**src/rtl/mas_alu_divider.sv**
```systemverilog
// mas_alu_divider: sequential unsigned restoring divider, one quotient bit per clock.
// Width comes from the global MAS_BLEN define. A zero divisor bypasses the iteration
// and reports res = all ones, rem = dividend, div_zero = 1.

`ifndef MAS_BLEN
`define MAS_BLEN 32
`endif

module mas_alu_divider (
    input  logic                 clk,
    input  logic                 rst_n,
    input  logic                 start,
    input  logic [`MAS_BLEN-1:0] op1,
    input  logic [`MAS_BLEN-1:0] op2,
    output logic                 busy,
    output logic                 ready,
    output logic [`MAS_BLEN-1:0] res,
    output logic [`MAS_BLEN-1:0] rem,
    output logic                 div_zero
);

    localparam int unsigned N  = `MAS_BLEN;
    localparam int unsigned CW = $clog2(N) + 1;

    typedef enum logic [1:0] {
        S_IDLE = 2'd0,
        S_CALC = 2'd1,
        S_DONE = 2'd2
    } state_t;

    // Architectural state
    state_t          r_state;
    logic [N-1:0]    r_dividend;
    logic [N-1:0]    r_divisor;
    logic [N-1:0]    r_prem;
    logic [N-2:0]    r_quot;
    logic [CW-1:0]   r_cnt;
    logic            r_busy;
    logic            r_ready;
    logic [N-1:0]    r_res;
    logic [N-1:0]    r_rem;
    logic            r_div_zero;

    // Next-state values
    state_t          w_state_nxt;
    logic [N-1:0]    w_dividend_nxt;
    logic [N-1:0]    w_divisor_nxt;
    logic [N-1:0]    w_prem_nxt;
    logic [N-2:0]    w_quot_nxt;
    logic [CW-1:0]   w_cnt_nxt;
    logic            w_busy_nxt;
    logic            w_ready_nxt;
    logic [N-1:0]    w_res_nxt;
    logic [N-1:0]    w_rem_nxt;
    logic            w_div_zero_nxt;

    // One restoring step; N+1 bits keep the shifted-out MSB for large divisors
    logic [N:0]      w_trial;
    logic            w_ge;
    logic [N-1:0]    w_prem_step;
    logic [N-1:0]    w_quot_step;

    assign busy     = r_busy;
    assign ready    = r_ready;
    assign res      = r_res;
    assign rem      = r_rem;
    assign div_zero = r_div_zero;

    // Shift next dividend bit into the partial remainder and trial-subtract
    always_comb begin
        w_trial     = {r_prem, r_dividend[N-1]};
        w_ge        = (w_trial >= {1'b0, r_divisor});
        w_prem_step = w_ge ? N'(w_trial - {1'b0, r_divisor}) : w_trial[N-1:0];
        w_quot_step = {r_quot, w_ge};
    end

    // Next-state and registered-output logic
    always_comb begin
        w_state_nxt    = r_state;
        w_dividend_nxt = r_dividend;
        w_divisor_nxt  = r_divisor;
        w_prem_nxt     = r_prem;
        w_quot_nxt     = r_quot;
        w_cnt_nxt      = r_cnt;
        w_ready_nxt    = 1'b0;
        w_res_nxt      = r_res;
        w_rem_nxt      = r_rem;
        w_div_zero_nxt = r_div_zero;

        case (r_state)
            S_IDLE: begin
                if (start) begin
                    w_dividend_nxt = op1;
                    w_divisor_nxt  = op2;
                    w_prem_nxt     = '0;
                    w_quot_nxt     = '0;
                    w_cnt_nxt      = '0;
                    if (op2 == '0) begin
                        w_state_nxt    = S_DONE;
                        w_ready_nxt    = 1'b1;
                        w_res_nxt      = '1;
                        w_rem_nxt      = op1;
                        w_div_zero_nxt = 1'b1;
                    end else begin
                        w_state_nxt    = S_CALC;
                    end
                end
            end
            S_CALC: begin
                w_dividend_nxt = {r_dividend[N-2:0], 1'b0};
                w_prem_nxt     = w_prem_step;
                w_quot_nxt     = w_quot_step[N-2:0];
                w_cnt_nxt      = r_cnt + CW'(1);
                if (r_cnt == CW'(N - 1)) begin
                    w_state_nxt    = S_DONE;
                    w_ready_nxt    = 1'b1;
                    w_res_nxt      = w_quot_step;
                    w_rem_nxt      = w_prem_step;
                    w_div_zero_nxt = 1'b0;
                end
            end
            S_DONE: begin
                w_state_nxt = S_IDLE;
            end
            default: begin
                w_state_nxt = S_IDLE;
            end
        endcase

        w_busy_nxt = (w_state_nxt != S_IDLE);
    end

    // State register with asynchronous active-low reset
    always_ff @(posedge clk or negedge rst_n) begin
        if (!rst_n) begin
            r_state    <= S_IDLE;
            r_dividend <= '0;
            r_divisor  <= '0;
            r_prem     <= '0;
            r_quot     <= '0;
            r_cnt      <= '0;
            r_busy     <= 1'b0;
            r_ready    <= 1'b0;
            r_res      <= '0;
            r_rem      <= '0;
            r_div_zero <= 1'b0;
        end else begin
            r_state    <= w_state_nxt;
            r_dividend <= w_dividend_nxt;
            r_divisor  <= w_divisor_nxt;
            r_prem     <= w_prem_nxt;
            r_quot     <= w_quot_nxt;
            r_cnt      <= w_cnt_nxt;
            r_busy     <= w_busy_nxt;
            r_ready    <= w_ready_nxt;
            r_res      <= w_res_nxt;
            r_rem      <= w_rem_nxt;
            r_div_zero <= w_div_zero_nxt;
        end
    end

endmodule

```
**config.mk**
```make
export PLATFORM = sky130hd
export DESIGN_NAME = mas_alu_divider
export DESIGN_NICKNAME = d
export VERILOG_FILES = /design/src/rtl/mas_alu_divider.sv
export SDC_FILE = /design/constraint.sdc
export NUM_CORES = 1
export LEC_CHECK = 0
export ABC_AREA = 0
export BUFFER_PORTS_ARGS = -buffer_cell sky130_fd_sc_hd__buf_4
export CELL_PAD_IN_SITES_DETAIL_PLACEMENT = 1
export CELL_PAD_IN_SITES_GLOBAL_PLACEMENT = 1
export CORE_MARGIN = 4
export CORE_UTILIZATION = 46
export CTS_BUF_LIST = sky130_fd_sc_hd__clkbuf_4 sky130_fd_sc_hd__clkbuf_8
export CTS_CLUSTER_SIZE = 12
export DETAILED_ROUTE_END_ITERATION = 6
export GPL_TIMING_DRIVEN = 0
export PLACE_DENSITY_LB_ADDON = 0.08
export REMOVE_ABC_BUFFERS = 1
export SLEW_MARGIN = 20
export SYNTH_ARGS = -nofsm -noshare
export SYNTH_HDL_FRONTEND = slang
export SYNTH_SLANG_ARGS = --single-unit
export TNS_END_PERCENT = 30
```
**constraint.sdc**
```tcl
create_clock -name clk -period 3.4 [get_ports clk]
set_input_delay 0.17 -clock clk [delete_from_list [all_inputs] [get_ports clk]]
set_output_delay 0.17 -clock clk [all_outputs]
set_load 0.02 [all_outputs]
```
Word level (Yosys, flattened, before mapping)
Cells that the tools add are included.
{"block": "classes", "add_sub_neg": 2, "multipliers": 0, "div_mod_pow": 0, "n_lt_le_gt_ge": 1, "eq_ne": 5, "shift": 0, "n_mux": 29, "bitwise_logic": 0, "reduce_logical": 7}
{"op": "$mux 32", "count": 9}
{"op": "$pmux 32 s2", "count": 4}
{"op": "$pmux 31 s2", "count": 1}
{"op": "$ge 33x32->1", "count": 1}
{"op": "$logic_not 32->1", "count": 1}
{"op": "$sub 32x32->32", "count": 1}
{"op": "$mux 31", "count": 1}
{"op": "$pmux 6 s2", "count": 1}
{"op": "$add 6x1->6 const B", "count": 1}
{"op": "$eq 6x5->1 const B", "count": 1}
{"op": "$mux 1", "count": 6}
{"op": "$mux 2", "count": 3}
{"op": "$mux 6", "count": 1}
{"op": "$ne 2x2->1 const B", "count": 3}
{"op": "$pmux 1 s2", "count": 2}
{"op": "$pmux 2 s2", "count": 1}
{"op": "$reduce_and 2->1", "count": 2}
{"op": "$reduce_and 4->1", "count": 1}
{"op": "$reduce_bool 2->1", "count": 2}
{"op": "$eq 2x1->1 const B", "count": 1}
{"op": "$logic_not 2->1", "count": 1}
{"block": "word_totals", "regBits": 202, "latchBits": 0, "ram_bits": 0, "rom_bits": 0, "output_inout_bits": 67, "wordCells": 55, "n_memories": 0}

Logic depth before layout (Yosys ltp)
{"block": "depth", "depth_word": 5, "ltp_mapped": 15, "mapped_depth_nobuf": 12}

Worst setup path before layout
No wires, ideal clock.
{"block": "synth_path", "path_type": "reg-to-reg", "start": "register r_dividend[31]", "end": "register r_prem[30]", "arrival_ns": 2.786, "slack_ns": 0.545, "path_stages_with_launch": 13, "path_buffers": 0, "period_less_slack_ns": 2.855, "path_cell_list": "dfrtp_1 -> inv_1 -> ha_1 -> inv_1 -> fa_1 -> a21o_1 -> a221oi_2 -> o211ai_1 -> and3_1 -> o21ai_1 -> o31ai_1 -> or4_1 -> nand3_1"}
{"block": "synth_via", "elab_chain_cells": 3, "word_cells_on_any_way": 4}
{"item": "start: declaration", "line": "33", "source": "logic [N-1:0] r_dividend;"}
{"item": "start signal: assignment", "line": "149", "source": "r_dividend <= w_dividend_nxt;"}
{"item": "$sub 32x32->32 or $ge 33x32->1 (tied branches)", "line": "73, 72"}
{"item": "$mux 32 *", "line": "73", "source": "w_prem_step = w_ge ? N'(w_trial - {1'b0, r_divisor}) : w_trial[N-1:0];"}
{"item": "$pmux 32 s2 *", "line": "90", "source": "case (r_state)"}
{"item": "end signal: assignment", "line": "151", "source": "r_prem <= w_prem_nxt;"}
{"item": "end: declaration", "line": "35", "source": "logic [N-1:0] r_prem;"}
Mark *: on every way between the ends. The rest lies on a longest branch, timed or not.
A chain may end at the register's enable or synchronous reset.

Worst setup path in the final report
{"block": "layout_path", "start": "register r_divisor[1]", "end": "register r_rem[1], in the netlist rem[1]"}
{"block": "layout_via", "elab_chain_cells": 4, "word_cells_on_any_way": 5}
{"item": "start: declaration", "line": "34", "source": "logic [N-1:0] r_divisor;"}
{"item": "start signal: assignment", "line": "150", "source": "r_divisor <= w_divisor_nxt;"}
{"item": "$sub 32x32->32 or $ge 33x32->1 (tied branches)", "line": "73, 72"}
{"item": "$mux 32 *", "line": "73"}
{"item": "$mux 32 *", "line": "114", "source": "if (r_cnt == CW'(N - 1)) begin"}
{"item": "$pmux 32 s2 *", "line": "90"}
{"item": "end signal: assignment", "line": "157", "source": "r_rem <= w_rem_nxt;"}
{"item": "end: declaration", "line": "41", "source": "logic [N-1:0] r_rem;"}
Mark *: on every way between the ends. The rest lies on a longest branch, timed or not. The select of a mux whose other input is x is not followed.

==> run metrics <==
final RePlAce weighted congestion=0.883; xor-xnor portion of the synthesized cell area=2.33%; CTS clk-pin slew, worst paths=60 ps; P_int=7.04 mW; drt pass-1 iters=4; top cell type's share of synthesized area=48.1%; Die X=159 um; Final Setup Violations=0; Lkg Pwr=6.22 nW; clock buffer depth=3; routed len/inst=20.6 um; cell taking the most area after synthesis=dfrtp_1; Synthesis Warnings=0; critical path start-end classification=reg2reg; sequential element share of the synthesized area=48.1%; Slew Viols, Final=0; CTS Buf Count=37; sequential power share=28.6%; Layout area overhead=28.6%; Final min period=3240 ps; Via density=5.70; RR Endpoint=rem[1]; Netlist cell types=64; critical-path cell list=inv_1, ha_1, nor2b_4, o2111a_1, or3_1, o2111ai_4, a211oi_4, buf_4, buf_4, nor2_4, mux2i_2, o21ai_0; Worst Path Arrival=3640 ps; most used flip-flop cell after synthesis=dfrtp_1; DRC Markers=0; final core occ=59.9%; Clock Sinks=202; DR iter-0 viols=590; placed inst area=0.0119 sq mm; Die ar.=0.0253 sq mm; max cap viols=0; number of synthesized flops with an enable pin=0; Switching Share=43.6%; CP endpoint kind=register; switching component of the power=5.43 mW; Final TNS setup=0 ps; row count=55; Max transition margin=49.8%; met1 GRT Util=37.2%; synthesized-area fraction occupied by adder cells=4.12%; FMAX=308 MHz; Cells after Synth=1,189; Place WS=-418 ps; CP top delay family=simple AND/OR/NAND/NOR gates; Tcrit/Tclk final=95.4%; routed via count=9,565; Core ar.=0.0226 sq mm; outcome=completed; worst setup slack after layout=158 ps; top post-synthesis cells by area=dfrtp_1, nand2_1, o21ai_0, ha_1, a21oi_1; simple-gate share of the synthesized area=18.4%; Worst IR Drop VDD=0.000410 V; Mapped Area=0.0105 sq mm; Crit. Startpoint=r_divisor[1]; Slew @ Worst Pin=752 ps; CTS tree=built; DP HPWL=23.1 mm; global-route usage over all layers=27.2%; Logic pwr share=50.6%; clock share of power=20.9%; reg2reg start=r_divisor[1]; share of flip-flops with an asynchronous set or reset=100%; R2R depth=12; Final nets=1,466; ANT nets after route=0; IO Count=134; P per Cell Area=923 mW/mm^2; met3 track demand over resource=5.54%; largest net degree at the start of global routing=74; first-pass GRT wire length=56.6 mm; Final Hold Viols=0; Seq cells post-synth=202; mean area per synthesized cell=8.84 sq um; Bufs and invs on worst path=3; mux cell area share after synthesis=2.38%; Antenna Cells=0; fraction of layout cells with a size suffix above 1=18.6%; Post-Route Skew=22.2 ps; RSZ-0062 raised after global routing=false; main combinational cell family by area after synthesis=compound AO/OA/AOI/OAI gates; WL final=34.5 mm; vias in the first global route=10,300; total gr overflow=0; Worst Path Max Fanout=7; routing usage on met2=44.5%; Power, Total=12.5 mW; initial antenna violation count=0; worst skew pair latency=530 ps; Die Y=159 um; required time of the critical path=3800 ps; type of origin of the critical path=register; CTS Root Buffer Type=clkbuf_8; Initial Util=46.6%; number of port buffers=133; register-to-register setup slack=160 ps; critical path's largest stage delay=460 ps; Compound-Gate Fraction of Synth Area=19.7%; most used cell, CP=buf_4; design area=0.0135 sq mm; Top Usage Layer GRT=met2; Crit-path slowest cell=or3_1; worst min path class=in2async; number of H-tree levels=2
## metal layers
layer	wire, um	up-vias
met5	0	-
met4	812	0
met3	1860	57
met2	16400	226
met1	15400	4794
li1	-	4488
## kinds of logic (layout without fill, tap and decap cells)
logic type,after synthesis,after routing
buffers and inverters,124,324
multiplexers,25,25
AND/OR/NAND/NOR,435,438
AO/OA/AOI/OAI,341,341
XOR/XNOR,28,28
adder cells (fa/ha/maj),34,34
flip-flops,202,202
## metrics by stage
| step | cells | hold slack, ps |
|---|---|---|
| after floorplan | 1104 | -126 |
| after global placement | 1522 | 371 |
| after detailed placement | 1539 | 138 |
| after CTS | 1675 | 165 |
| after global routing | 1677 | 188 |
| final | 1677 | 156 |
## sequential cells by signal (all words and copies together), names as in the netlist
| register | count |
|---|---|
| r_dividend | 32 |
| r_divisor | 32 |
| r_prem | 32 |
| rem | 32 |
| res | 32 |
| r_quot | 31 |
| r_cnt | 6 |
| r_state | 2 |
| busy | 1 |
| div_zero | 1 |
| ready | 1 |
## worst reg2reg max path, delay by kind of cell, from the launching register on
family / cells / cell delay, ps
compound gates: 4 / 770
mux: 1 / 320
simple gates: 3 / 900
flops: 1 / 370
buf+inv: 3 / 480
fa+ha+maj: 1 / 280
## timing repair
action,in CTS,in global routing
setup endpoints to repair,62,57
resized for setup,6,8
pin swaps,2,1
setup buffers,3,1
cloned,2,1
hold endpoints to repair,142,0
hold buffers,65,0
## power groups by stage
stage | registers (mW) | logic [mW] | clock network (mW)
CTS | 3.55 | 6.16 | 2.66
floorplan | 3.45 | 4.25 | 0
global placement | 3.55 | 5.79 | 0
global route | 3.64 | 6.99 | 2.79
detailed placement | 3.57 | 5.92 | 0
finish | 3.56 | 6.31 | 2.60
## cell usage in the layout, fill, tap and decap left out, drive strengths merged, types with 6 or more instances in the layout
cell	Yosys	final
inv	39	38
o31ai	13	13
nor3	17	17
xor2	9	9
dlygate4sd3	0	65
nor4	11	11
a31oi	11	11
ha	33	33
buf	21	154
a21oi	52	52
nor2b	6	6
o21ai	176	176
a21o	15	15
dfrtp	202	202
mux2i	25	25
clkbuf	64	58
nand2	286	286
and3	16	16
xnor2	19	19
a22oi	31	31
nand3	24	24
nor2	36	37
o211ai	12	12
nand4	15	15
a211oi	6	6
## synthesized netlist by cell type, types with 5 or more instances
cell	instances
a211oi_1	5
a21o_1	15
a21oi_1	52
a22oi_1	31
a31oi_1	10
and3_1	15
and4_1	5
buf_1	5
buf_2	11
clkbuf_1	63
dfrtp_1	202
ha_1	33
inv_1	39
mux2i_1	25
nand2_1	286
nand2b_1	5
nand3_1	24
nand4_1	13
nor2_1	35
nor2b_1	5
nor3_1	16
nor4_1	10
o211ai_1	11
o21a_1	5
o21ai_0	164
o21ai_1	11
o31ai_1	9
or3_1	5
xnor2_1	19
xor2_1	9
## how the worst max path moves through the flow
stage                       endpoint  slack [ps]  depth (start not counted)
after CTS                     rem[1]         -10                         12
after global routing      r_prem[12]          30                         10
final                         rem[1]         160                         12
after global placement    r_prem[30]       -9720                          4
after detailed placement     rem[30]        -420                         11
after floorplan           r_prem[30]       -2650                          4
## layout make-up
class	instances	area, sq um
multi-input combinational	866	5060
inverter	39	150
fill	2541	9060
clock inverter	8	95.1
clock buffer	58	748
sequential	202	5050
tap	285	357
timing repair buffer	219	2040
Note: power is estimated with default switching activity, not from simulation.
